<file path="config.mk">
export PLATFORM = sky130hd
export DESIGN_NAME = counter_mod
export DESIGN_NICKNAME = d
export VERILOG_FILES = /design/src/rtl/counter_pkg.sv /design/src/rtl/counter_prescaler.sv /design/src/rtl/counter_mod.sv
export SDC_FILE = /design/constraint.sdc
export NUM_CORES = 1
export LEC_CHECK = 0
export ABC_AREA = 0
export CORE_MARGIN = 5
export CORE_UTILIZATION = 30
export CTS_CLUSTER_SIZE = 30
export DETAILED_ROUTE_END_ITERATION = 7
export DONT_BUFFER_PORTS = 1
export GPL_ROUTABILITY_DRIVEN = 0
export PLACE_DENSITY = 0.53
export SYNTH_ARGS = -nofsm -noshare
export SYNTH_HDL_FRONTEND = slang
export SYNTH_HIERARCHICAL = 1
export SYNTH_SLANG_ARGS = --single-unit
</file>
<file path="constraint.sdc">
create_clock -name clk_i -period 4.5 [get_ports clk_i]
set_input_delay 0.675 -clock clk_i [delete_from_list [all_inputs] [get_ports clk_i]]
set_output_delay 0.675 -clock clk_i [all_outputs]
set_load 0.005 [all_outputs]
</file>
<file path="src/rtl/counter_pkg.sv">
// Shared constants for the prescaled up/down counter.
// Direction and boundary-mode encodings used by counter_mod and its bench.
package counter_pkg;

  localparam logic DIR_UP    = 1'b1;
  localparam logic DIR_DOWN  = 1'b0;

  localparam logic MODE_WRAP = 1'b0;
  localparam logic MODE_SAT  = 1'b1;

endpackage

</file>
<file path="src/rtl/counter_prescaler.sv">
// Prescaler: emits one tick every presc_i+1 enabled cycles.
// Synchronous active-high reset; clr_i restarts the phase.
module counter_prescaler #(
  parameter int unsigned PW = 4
) (
  input  logic          clk_i,
  input  logic          rst_i,
  input  logic          en_i,
  input  logic          clr_i,
  input  logic [PW-1:0] presc_i,
  output logic          tick_o
);

  logic [PW-1:0] pcnt_q, pcnt_d;

  // >= rather than == so a runtime decrease of presc_i below the phase ticks at once.
  assign tick_o = en_i && (pcnt_q >= presc_i);

  always_comb begin
    pcnt_d = pcnt_q;
    if (clr_i) begin
      pcnt_d = '0;
    end else if (tick_o) begin
      pcnt_d = '0;
    end else if (en_i) begin
      pcnt_d = pcnt_q + PW'(1);
    end
  end

  always_ff @(posedge clk_i) begin
    if (rst_i) begin
      pcnt_q <= '0;
    end else begin
      pcnt_q <= pcnt_d;
    end
  end

endmodule

</file>
<file path="src/rtl/counter_mod.sv">
// Prescaled up/down counter with programmable upper limit, wrap or saturate mode,
// synchronous load and a registered terminal-count pulse.
module counter_mod
  import counter_pkg::*;
#(
  parameter int unsigned BW = 8,
  parameter int unsigned PW = 4
) (
  input  logic          clk_i,
  input  logic          rst_i,
  input  logic          en_i,
  input  logic          dir_i,
  input  logic          sat_i,
  input  logic          load_i,
  input  logic [BW-1:0] load_val_i,
  input  logic [BW-1:0] max_i,
  input  logic [PW-1:0] presc_i,
  output logic [BW-1:0] counter_val_o,
  output logic          tc_o,
  output logic          at_max_o,
  output logic          at_zero_o
);

  logic          tick;
  logic [BW-1:0] cnt_q, cnt_d;
  logic [BW-1:0] cnt_inc, cnt_dec;
  logic          tc_q, tc_d;

  counter_prescaler #(
    .PW(PW)
  ) u_prescaler (
    .clk_i  (clk_i),
    .rst_i  (rst_i),
    .en_i   (en_i),
    .clr_i  (load_i),
    .presc_i(presc_i),
    .tick_o (tick)
  );

  assign cnt_inc = cnt_q + BW'(1);
  assign cnt_dec = cnt_q - BW'(1);

  always_comb begin
    cnt_d = cnt_q;
    tc_d  = 1'b0;
    if (load_i) begin
      cnt_d = (load_val_i > max_i) ? max_i : load_val_i;
    end else if (tick) begin
      if (dir_i == DIR_UP) begin
        if (cnt_q < max_i) begin
          cnt_d = cnt_inc;
          tc_d  = (sat_i == MODE_SAT) && (cnt_inc == max_i);
        end else if (sat_i == MODE_SAT) begin
          cnt_d = max_i;
        end else begin
          cnt_d = '0;
          tc_d  = 1'b1;
        end
      end else begin
        // A value stranded above a lowered limit is pulled back onto it silently.
        if (cnt_q > max_i) begin
          cnt_d = max_i;
        end else if (cnt_q == '0) begin
          if (sat_i == MODE_WRAP) begin
            cnt_d = max_i;
            tc_d  = 1'b1;
          end
        end else begin
          cnt_d = cnt_dec;
          tc_d  = (sat_i == MODE_SAT) && (cnt_dec == '0);
        end
      end
    end
  end

  always_ff @(posedge clk_i) begin
    if (rst_i) begin
      cnt_q <= '0;
      tc_q  <= 1'b0;
    end else begin
      cnt_q <= cnt_d;
      tc_q  <= tc_d;
    end
  end

  assign counter_val_o = cnt_q;
  assign tc_o          = tc_q;
  assign at_max_o      = (cnt_q == max_i);
  assign at_zero_o     = (cnt_q == '0);

endmodule

</file>
* Word level (Yosys, flattened, before mapping) *
Index checks and enable logic that the tools add are counted.

word-level totals
  input port bits = 26
  bits in latches = 0
  bits in read-only memories = 0
  output and inout port bits = 11
  logic and storage cells = 37
  register bits after elaboration = 13
  bits in writable memories = 0
  memories = 0

operators by class
  muxes and demuxes = 14
  bitwise operators = 1
  eq/ne operators = 3
  reductions and logical operators = 9
  shift operators = 0
  magnitude comparators = 4
  div/mod/pow operators = 0
  multiply operators = 0
  add/subtract/negate cells = 3

operator list
  operator                                          number
  two-way mux 8 bit                                 9
  equality test 8 bit                               2
  > comparator 8 bit                                2
  zero test 8 bit                                   2
  adder 8 x 1 -> 8 bit, second input constant       1
  < comparator 8 bit                                1
  subtractor 8 x 1 -> 8 bit, second input constant  1
  OR reduction 3 bit                                2
  two-way mux 1 bit                                 5
  != test 5 x 4 -> 1 bit, second input constant     1
  adder 4 x 1 -> 4 bit, second input constant       1
  greater-or-equal comparator 4 bit                 1
  logical AND 1 bit                                 3
  AND reduction 2 bit                               1
  nonzero test 2 bit                                1
  NOT 1 bit                                         1

* Longest topological paths before layout *
Gate-level depths: netlist of run 1.

  depth after elaboration = 6
  gate-level depth with buffers = 10
  gate-level depth less buffers = 10

* By module *
Netlist of run 1, hierarchy kept.

by module, submodules not included
  module             seq. area each (sq um)  cells an instance  area an instance (sq um)  times used
  counter_mod        180.2                   208                1679.1                    1
  counter_prescaler  80.1                    36                 330.3                     1

* Worst setup path before layout of run 1 *
No wires, ideal clock.

  path kind = input to register
  start point = input max_i[3]
  end point = register cnt_q[4] (netlist: counter_val_o[4])
  setup time = 0.131 ns
  stages = 10
  slack = 1.906 ns
  arrival = 2.464 ns
  required time = 4.369 ns
  path buffers = 1
  path through = inv_1 ha_1 and3_1 a221o_1 a21oi_1 or2_1 buf_4 mux2_1 o211ai_1 o32ai_1

between the ends
  word-level cells in the longest chain between the ends = 5
  elaborated cells on any way between the ends = 11
  those cells by class = order compare (3); eq/ne (1); mux (6); reduce/logical (1)

RTL lines
  element                                                          line                                  source
  start: declaration                                               counter_mod.sv:16                     input logic [BW-1:0] max_i,
  > comparator 8 bit / < comparator 8 bit (equally long branches)  counter_mod.sv:61, counter_mod.sv:50
  two-way mux 8 bit, on equally long branches                      counter_mod.sv:61, counter_mod.sv:50
  two-way mux 8 bit                                                counter_mod.sv:49                     if (dir_i == DIR_UP) begin
  two-way mux 8 bit                                                counter_mod.sv:48                     end else if (tick) begin
  two-way mux 8 bit                                                counter_mod.sv:46                     if (load_i) begin
  end signal: assignment                                           counter_mod.sv:81                     cnt_q <= cnt_d;
  end: declaration                                                 counter_mod.sv:25                     logic [BW-1:0] cnt_q, cnt_d;

Parallel ways exist; a longest one is shown, timed or not. The select of a mux whose other input is x is not followed.
A chain may end at the register's enable or synchronous reset.

* Final worst setup path of run 1 *
  start point = register cnt_q[3] (netlist: counter_val_o[3])
  end point = register cnt_q[6] (netlist: counter_val_o[6])

between the ends
  word-level cells in the longest chain between the ends = 6
  elaborated cells on any way between the ends = 13
  those cells by class = add/sub (2); order compare (2); eq/ne (1); mux (6); reduce/logical (2)

RTL lines
  element                                                              line                                  source
  subtractor 8 x 1 -> 8 bit / zero test 8 bit (equally long branches)  counter_mod.sv:41, counter_mod.sv:63
  two-way mux 8 bit                                                    counter_mod.sv:63                     end else if (cnt_q == '0) begin
  two-way mux 8 bit                                                    counter_mod.sv:61                     if (cnt_q > max_i) begin
  two-way mux 8 bit                                                    counter_mod.sv:49
  two-way mux 8 bit                                                    counter_mod.sv:48
  two-way mux 8 bit                                                    counter_mod.sv:46

Parallel ways exist; a longest one is shown, timed or not. The select of a mux whose other input is x is not followed.

==> results of run 1 <==
## sequential cells by signal, summed over array words and instances, names as in the netlist
name	flops
u_prescaler/pcnt_q	4
tc_o	1
counter_val_o	8
## power by group through the flow
stage	logic (mW)	clock network, mW	registers, mW
after floorplan	0.215	0	0.137
after global placement	0.232	0	0.154
after detailed placement	0.232	0	0.154
after CTS	0.234	0.110	0.151
after global routing	0.260	0.113	0.154
final	0.234	0.106	0.151
## logic make-up (layout without fill, tap and decap cells)
kind of cell | count (synthesis) | count (layout) | share of synthesized area (%)
simple gates | 79 | 79 | 25.2
compound gates | 69 | 69 | 27.4
buf+inv | 35 | 29 | 8.28
fa+ha+maj | 25 | 25 | 15.6
xor+xnor | 21 | 21 | 9.53
flops | 13 | 13 | 13.0
mux | 2 | 2 | 1.06
## worst max-delay path, stage by stage, from the launching register on
cell and delay, ps:
dfxtp_1 710, ha_1 390, a21oi_1 360, a211oi_4 160, nor4_4 520, nor3_2 200, a221oi_1 390, a2111oi_2 60
## per-stage QoR
stage                     total power, mW  cell area, um2  setup WS [ps]
after detailed placement            0.386            2030           1520
after global placement              0.386            2030           1500
after CTS                           0.495            2080           1600
final                               0.491            2080           1580
after global routing                0.527            2080           1330
after floorplan                     0.353            2010           1910
## per-layer routing
metal	global-route usage [%]	wire, um
met5	0	0
met2	22.7	2630
met4	2.48	31
met1	18.6	2620
met3	4.42	495
## final cells by class
class / count / area, um2 / share of cell area, %
Sequential cell: 13 / 260 / 12.5
Tap cell: 77 / 96.3 / 4.64
Clock buffer: 4 / 45.0 / 2.17
Inverter: 25 / 93.8 / 4.52
Multi-Input combinational cell: 196 / 1580 / 76.2
## worst paths after layout
path | endpoint | slack (ps) | depth (start not counted)
worst min-delay path | counter_val_o[3]$_SDFFE_PP0P_ | 490 | 1
worst max register to register | counter_val_o[6]$_SDFFE_PP0P_ | 1580 | 7
worst max-delay path | counter_val_o[6]$_SDFFE_PP0P_ | 1580 | 7
worst min register to register | u_prescaler/pcnt_q[0]$_SDFFE_PP0P_ | 500 | 2
## layout by cell type, fill, tap and decap left out, drive strengths merged, types with 3 or more instances in the layout
| cell | n |
|---|---|
| a211oi | 3 |
| a21o | 3 |
| a21oi | 17 |
| a221o | 4 |
| a31oi | 3 |
| and2 | 3 |
| clkbuf | 4 |
| dfxtp | 13 |
| ha | 25 |
| inv | 25 |
| nand2 | 13 |
| nand2b | 6 |
| nand3 | 11 |
| nand4 | 4 |
| nor2 | 19 |
| nor2b | 5 |
| nor3 | 7 |
| nor4 | 3 |
| o211ai | 9 |
| o21a | 3 |
| o21ai | 9 |
| o311ai | 3 |
| o32ai | 3 |
| xnor2 | 16 |
| xor2 | 5 |
==> impl_metrics.toml, run 1 <==
[synthesis]
avgSynthCellArea_um2 = 8.24
ys_warn_count = 6
ys_types = 64
async_flop_share_pct = 0
syn_area_um2 = 2010
synth_cells = 244
ys_ff_latch = 13
ys_seq_area_share_pct = 13.0
synth_edf_count = 0
synth_common_cells = "ha_1, inv_1, xnor2_1, a21oi_1, nor2_1"
synth_top_area_share_pct = 15.6
synthesis.nets = 295
synth.area.top_cells = "ha_1, dfxtp_1, xnor2_1, inv_1, a21oi_1"
synth_top_cell_by_area = "ha_1"
synth_ff_type = "dfxtp_1"

[sta]
holdWs_ps = 488
slew-limit-headroom_pct = 55.9
fin_crit_sh_pct = 64.8
rsz0062_at_grt = "false"
fin_crit_ps = 2920
fmax_mhz = 343
maxSlewViolCount = 0
setup_tns_ps = 0
hold_viol = 0
tightest_slew_ps = 656
skew_ps = 11.4
setup_viol_count_final = 0

[critical_path]
worst-path-max-fanout = 14
crit_start = "counter_val_o[3]$_SDFFE_PP0P_"
cp_data_required_time_ps = 4610
path_class = "reg2reg"
cp-end-kind = "flip-flop"
cp.arrival_ps = 3030
startpoint_type = "flip-flop"
r2r-start = "counter_val_o[3]$_SDFFE_PP0P_"

[power_and_ir_drop]
leakage_nw = 0.794
vdd_drop_max_v = 0.000116
power.switching_uw = 204
combPwrFrac_pct = 47.7
p_int_uw = 287
power_density_nw_per_um2 = 236
p_seq_share_pct = 30.7
switching_share_pct = 41.5
p_clk_share_pct = 21.6

[run_status]
status = "complete, no violations"

[place]
place_inst = 311
dp_hpwl_um = 4810
port_buffers = 0

[drt]
num_vias = 1793
drtAntennaViolNets = 0
via_per_inst = 5.69
routed_wl_um = 5780
drc = 0
wl_per_cell_um = 18.3
dr.pass1.iters = 4
first_iter_violations = 90

[job]
maxCapViolations = 0

[layout]
utilization_pct = 32.4
drive_gt1_share_pct = 12.6
syn2layout_area_growth_pct = 3.42
insertedDiodeCount = 0
nets = 290
final_cells = 315
fill_cells = 693

[global_routing]
grt_pass1_wl_um = 9470
grt_overflow = 0
grt_pass1_vias = 1795
track_usage_pct = 14.0
grt_max_degree = 15
antenna_found_initial = 0

[clock_network]
cts.sinks = 13
cts_hold_buf = 0
cts_buffer_depth = 2
tritoncts = "built"
cts_buffers = 3
htreeDepth = 1
post-cts-setup-buffers = 0
clkTransAtPathRegs_ps = 60
post_cts_resized = 0
root_buffer = "clkbuf_8"
worstSkewPairLatency_ps = 250

[floorplan]
dieArea_um2 = 8430
core-area_um2 = 6420
start_util_pct = 31.3
rows = 29
die_h_um = 91.8
die_w_um = 91.8
io_pins = 37

[worst_hold_path]
hold_path.class = "in2reg"
hp-start = "rst_i"
(Power assumes the default switching activity.)
==> inputs of run 2 (changes only) <==
--- a/config.mk
+++ b/config.mk
@@ -5,7 +5,7 @@
 export SDC_FILE = /design/constraint.sdc
 export NUM_CORES = 1
 export LEC_CHECK = 0
-export ABC_AREA = 0
+export ABC_AREA = 1
 export CORE_MARGIN = 5
 export CORE_UTILIZATION = 30
 export CTS_CLUSTER_SIZE = 30
==> constraint.sdc (replaced) <==
create_clock -name clk_i -period 2.8 [get_ports clk_i]
set_input_delay 0.42 -clock clk_i [delete_from_list [all_inputs] [get_ports clk_i]]
set_output_delay 0.42 -clock clk_i [all_outputs]
set_load 0.005 [all_outputs]
==> run 2 against run 1 <==
- routed wire length rose by 22%
- total power rose by 83%
- sequential share of layout area fell by 1.4 points
- utilization increased by 0.35 points
- final cell count up 56%
- clock skew is 6.8 ps lower
- critical path depth is 3 higher
- global-route usage grew 2.0 points
- clock-buffer cell count stayed put
- highest routed layer unchanged
==> impl_metrics.toml, run 2 <==
[synthesis]
synth_edf_count = 0
synth_cells = 390
ys_seq_area_share_pct = 11.9
ys_warn_count = 6
synth_top_cell_by_area = "nand2_1"
syn_area_um2 = 2200
ys_ff_latch = 13
yosysMostFrequentCell = "nand2_1"
synth_ff_type = "dfxtp_1"
synth_common_cells = "nand2_1, nor2_1, inv_1, nand3_1, ha_1"
async_flop_share_pct = 0
ys_types = 33
avgSynthCellArea_um2 = 5.63
synthesis.nets = 441
synth.area.top_cells = "nand2_1, ha_1, dfxtp_1, nor2_1, inv_1"
synth_top_area_share_pct = 26.2

[drt]
routed_wl_um = 7020
num_vias = 2366
dr.pass1.iters = 4
first_iter_violations = 161
drc = 0
drtAntennaViolNets = 0
via_per_inst = 4.83
wl_per_cell_um = 14.3

[clock_network]
worstSkewPairLatency_ps = 240
cts.sinks = 13
htreeDepth = 1
tritoncts = "built"
post-cts-setup-buffers = 0
cts_hold_buf = 0
clkTransAtPathRegs_ps = 60
post_cts_resized = 0
cts_buffers = 3
cts_buffer_depth = 2
root_buffer = "clkbuf_8"

[power_and_ir_drop]
p_int_uw = 468
power.switching_uw = 430
vdd_drop_max_v = 0.000177
power_density_nw_per_um2 = 382
p_seq_share_pct = 25.5
p_clk_share_pct = 19.4
leakage_nw = 1.25
switching_share_pct = 47.8
combPwrFrac_pct = 55.0

[critical_path]
worst-path-max-fanout = 26
startpoint_type = "flip-flop"
cp-end-kind = "flip-flop"
cp_data_required_time_ps = 2980
path_class = "reg2reg"
cp.arrival_ps = 2510

[layout]
insertedDiodeCount = 0
syn2layout_area_growth_pct = 6.89
largest_reg_flops = 8
final_cell_mix = "nand2_1, nor2_1, inv_1, nand3_1, ha_1"
drive_gt1_share_pct = 8.70
nets = 443
final_common_cell = "nand2_1"
fill_cells = 813
final_cells = 490

[global_routing]
track_usage_pct = 16.1
grt_pass1_vias = 2281
grt_max_degree = 27
grt_overflow = 0
grt_pass1_wl_um = 11400
antenna_found_initial = 0

[floorplan]
core-area_um2 = 7180
die_h_um = 95.6
start_util_pct = 30.6
rows = 31
die_w_um = 95.6
dieArea_um2 = 9130
io_pins = 37

[worst_hold_path]
hold_path.class = "in2reg"

[sta]
holdWs_ps = 349
rsz0062_at_grt = "false"
setup_viol_count_final = 0
fin_crit_ps = 2330
tightest_slew_ps = 557
skew_ps = 4.62
setup_slack_ps = 472
setup_tns_ps = 0
maxSlewViolCount = 0
slew-limit-headroom_pct = 62.7
fin_crit_sh_pct = 83.1
fmax_mhz = 430
hold_viol = 0

[job]
maxCapViolations = 0

[run_status]
status = "complete, no violations"

[place]
port_buffers = 0
place_ws_ps = 470
place_inst = 486
dp_hpwl_um = 5860
## run 2: worst paths after layout
path	from	to	slack (ps)	cells after the start
worst max register to register	counter_val_o[6]$_SDFFE_PP0P_	counter_val_o[5]$_SDFFE_PP0P_	470	10
worst min-delay path	en_i	u_prescaler/pcnt_q[1]$_SDFFE_PP0P_	350	2
worst min register to register	u_prescaler/pcnt_q[3]$_SDFFE_PP0P_	u_prescaler/pcnt_q[3]$_SDFFE_PP0P_	550	2
worst max-delay path	counter_val_o[6]$_SDFFE_PP0P_	counter_val_o[5]$_SDFFE_PP0P_	470	10
## run 2: cell type report
class,count,area [um2],area share (%)
clock buffer,4,45.0,1.92
tap,99,124,5.28
inverter,47,176,7.52
multi-input combinational,322,1700,72.6
sequential,13,260,11.1
timing repair buffer,5,37.5,1.60
## run 2: power groups by stage
stage          combinational, mW  sequential, mW  clock (mW)
4_1_cts                    0.495           0.230       0.179
3_5_place_dp               0.493           0.234           0
6_report                   0.494           0.229       0.174
2_1_floorplan              0.385           0.226           0
3_3_place_gp               0.493           0.235           0
5_1_grt                    0.576           0.231       0.187
## run 2: through the flow
stage | area, um2 | total power, mW | utilization [%]
after CTS | 2350 | 0.904 | 32.7
after floorplan | 2200 | 0.611 | -
after global routing | 2350 | 0.994 | 32.7
final | 2350 | 0.898 | 32.7
after global placement | 2300 | 0.728 | 32.1
after detailed placement | 2300 | 0.727 | 32.1
## run 2: worst max-delay path, stage by stage, from the launching register on
cell and delay [ps]:
dfxtp_1 600, ha_1 320, nand2_1 80, a21oi_1 50, nor2_1 110, nand2_2 300, nand2_4 250, nand2_2 90
o21ai_4 170, nor2_1 140, a21oi_2 150
## run 2: kinds of logic (layout without fill, tap and decap cells)
family / Yosys count / count (layout) / synth area share [%]
DFF: 13 / 13 / 11.9
xor gates and xnor gates: 10 / 10 / 3.99
and+or+nand+nor: 242 / 242 / 46.3
AOI/OAI and AO/OA: 44 / 44 / 12.7
buffers and inverters: 55 / 56 / 10.5
adders and majority gates: 25 / 25 / 14.2
muxes: 1 / 1 / 0.456
## run 2: metal layers
layer,global-route usage [%],vias up,wire length (um)
met2,26.9,78,3310
met4,5.21,0,112
met1,21.2,1037,2970
met3,2.29,8,625
li1,-,1243,-
met5,0,-,0
==> inputs of run 3 (changes only) <==
==> constraint.sdc (replaced) <==
create_clock -name clk_i -period 2.3 [get_ports clk_i]
set_input_delay 0.345 -clock clk_i [delete_from_list [all_inputs] [get_ports clk_i]]
set_output_delay 0.345 -clock clk_i [all_outputs]
set_load 0.005 [all_outputs]
==> run 3 against run 2 <==
- flip-flop and latch count did not move
- fmax rose by 12%
- largest power group unchanged
- register-to-register slack got worse by 260 ps
- sequential power rose by 15%
==> impl_metrics.toml, run 3 (synthesis gave the netlist of run 2 again) <==
[critical_path]
cp_slowest_stage_delay_ps = 580
worst-path-stages = 11
cp_slowest_cell = "dfxtp_1"
worst-path-max-fanout = 12
cp-end-kind = "flip-flop"
r2r.worst_path.cells = 11
crit_top_cell = "nand2_1"
cp_data_required_time_ps = 2490
cp.arrival_ps = 2270
crit_family = "simple AND/OR/NAND/NOR gates"
cp.buffers_inverters = 1
ff2ff_setup_slack_ps = 210
startpoint_type = "flip-flop"
crit_chain = "ha_1 -> nand2_1 -> nor2_1 -> nand2_1 -> nand2_2 -> buf_4 -> o21ai_0 -> nand2_1 -> nand2_1 -> nand2_1 -> a21oi_2"
path_class = "reg2reg"

[power_and_ir_drop]
combPwrFrac_pct = 57.9
power.switching_uw = 534
leakage_nw = 1.30
p_clk_share_pct = 18.9
p_int_uw = 597
vdd_drop_max_v = 0.000171
p_seq_share_pct = 23.2
power_density_nw_per_um2 = 467
switching_share_pct = 47.2

[layout]
syn2layout_area_growth_pct = 10.3
regArea_um2 = 260
insertedDiodeCount = 0
drive_gt1_share_pct = 11.0
fill_cells = 802
largest_reg_flops = 8
nets = 453
multiInputGateArea_um2 = 1700
final_common_cell = "nand2_1"
final_cell_mix = "nand2_1, nor2_1, inv_1, nand3_1, ha_1"

[floorplan]
dieArea_um2 = 9130
core-area_um2 = 7180
start_util_pct = 30.6
die_h_um = 95.6
rows = 31
die_w_um = 95.6
io_pins = 37

[clock_network]
cts_buffers = 3
clkTransAtPathRegs_ps = 60
tritoncts = "built"
post-cts-setup-buffers = 0
cts.sinks = 13
post_cts_resized = 0
worstSkewPairLatency_ps = 250
cts_hold_buf = 0
cts_buffer_depth = 2
htreeDepth = 1
root_buffer = "clkbuf_8"

[place]
dp_hpwl_um = 5870
port_buffers = 0

[global_routing]
track_usage_pct = 15.8
grt_pass1_vias = 2217
use_met3_pct = 2.37
use_met1_pct = 21.1
grt_pass1_wl_um = 11300
antenna_found_initial = 0
grt_overflow = 0
busiest_layer = "met2"
grt_use_met2_pct = 26.6
grt_max_degree = 17

[drt]
routed_wl_um = 7090
num_vias = 2420
wl_per_cell_um = 14.2
drc = 0
first_iter_violations = 249
drtAntennaViolNets = 0
via_per_inst = 4.84
dr.pass1.iters = 5

[worst_hold_path]
whs_path_depth = 3
hold_path.class = "in2reg"

[sta]
tightest_slew_ps = 443
fmax_mhz = 479
hold_viol = 0
fin_crit_ps = 2090
setup_viol_count_final = 0
slew-limit-headroom_pct = 70.4
rsz0062_at_grt = "false"
skew_ps = 3.27
maxSlewViolCount = 0
setup_tns_ps = 0
fin_crit_sh_pct = 90.7
holdWs_ps = 266

[job]
maxCapViolations = 0

[run_status]
status = "complete, no violations"
run 3: changes by cell type in the layout (fill, tap and decap cells not counted), sizes merged:
cell	delta
buf	+10
run 3: power groups by stage:
stage | combinational (mW) | clock [mW] | sequential (mW)
floorplan | 0.469 | 0 | 0.275
CTS | 0.650 | 0.220 | 0.263
global route | 0.745 | 0.235 | 0.265
finish | 0.655 | 0.214 | 0.263
global placement | 0.653 | 0 | 0.269
detailed placement | 0.648 | 0 | 0.268
run 3: area by class of cell:
type	count	area share, %
Clock buffer	4	1.86
Inverter	47	7.28
Multi-Input combinational cell	322	70.4
Sequential cell	13	10.7
Tap cell	99	5.11
Timing Repair Buffer	15	4.65
run 3: final timing paths:
path / from / end
worst max-delay path: counter_val_o[4]$_SDFFE_PP0P_ / counter_val_o[4]$_SDFFE_PP0P_
worst min-delay path: rst_i / tc_o$_SDFF_PP0_
worst max register to register: counter_val_o[4]$_SDFFE_PP0P_ / counter_val_o[4]$_SDFFE_PP0P_
worst min register to register: u_prescaler/pcnt_q[3]$_SDFFE_PP0P_ / u_prescaler/pcnt_q[3]$_SDFFE_PP0P_
run 3: per-layer routing:
metal / share of wire (%) / wire length, um
met5: 0 / 0
met4: 0.92 / 65
met3: 8.4 / 598
met2: 48 / 3380
met1: 43 / 3050
run 3: tightest hold or removal path: cells and delay by family:
kind | cells | cell delay [ps]
simple gates | 3 | 120
run 3: per-stage QoR:
step / util, % / worst slack, ps / cell area (um2) / std cells / total power [mW]
6_report: 33.8 / 214 / 2420 / 500 / 1.13
5_1_grt: 33.8 / 75.1 / 2420 / 500 / 1.24
4_1_cts: 33.8 / 216 / 2420 / 500 / 1.13
3_5_place_dp: 33.1 / 194 / 2380 / 496 / 0.916
3_3_place_gp: 33.1 / 233 / 2380 / 496 / 0.922
2_1_floorplan: - / 453 / 2200 / 390 / 0.744
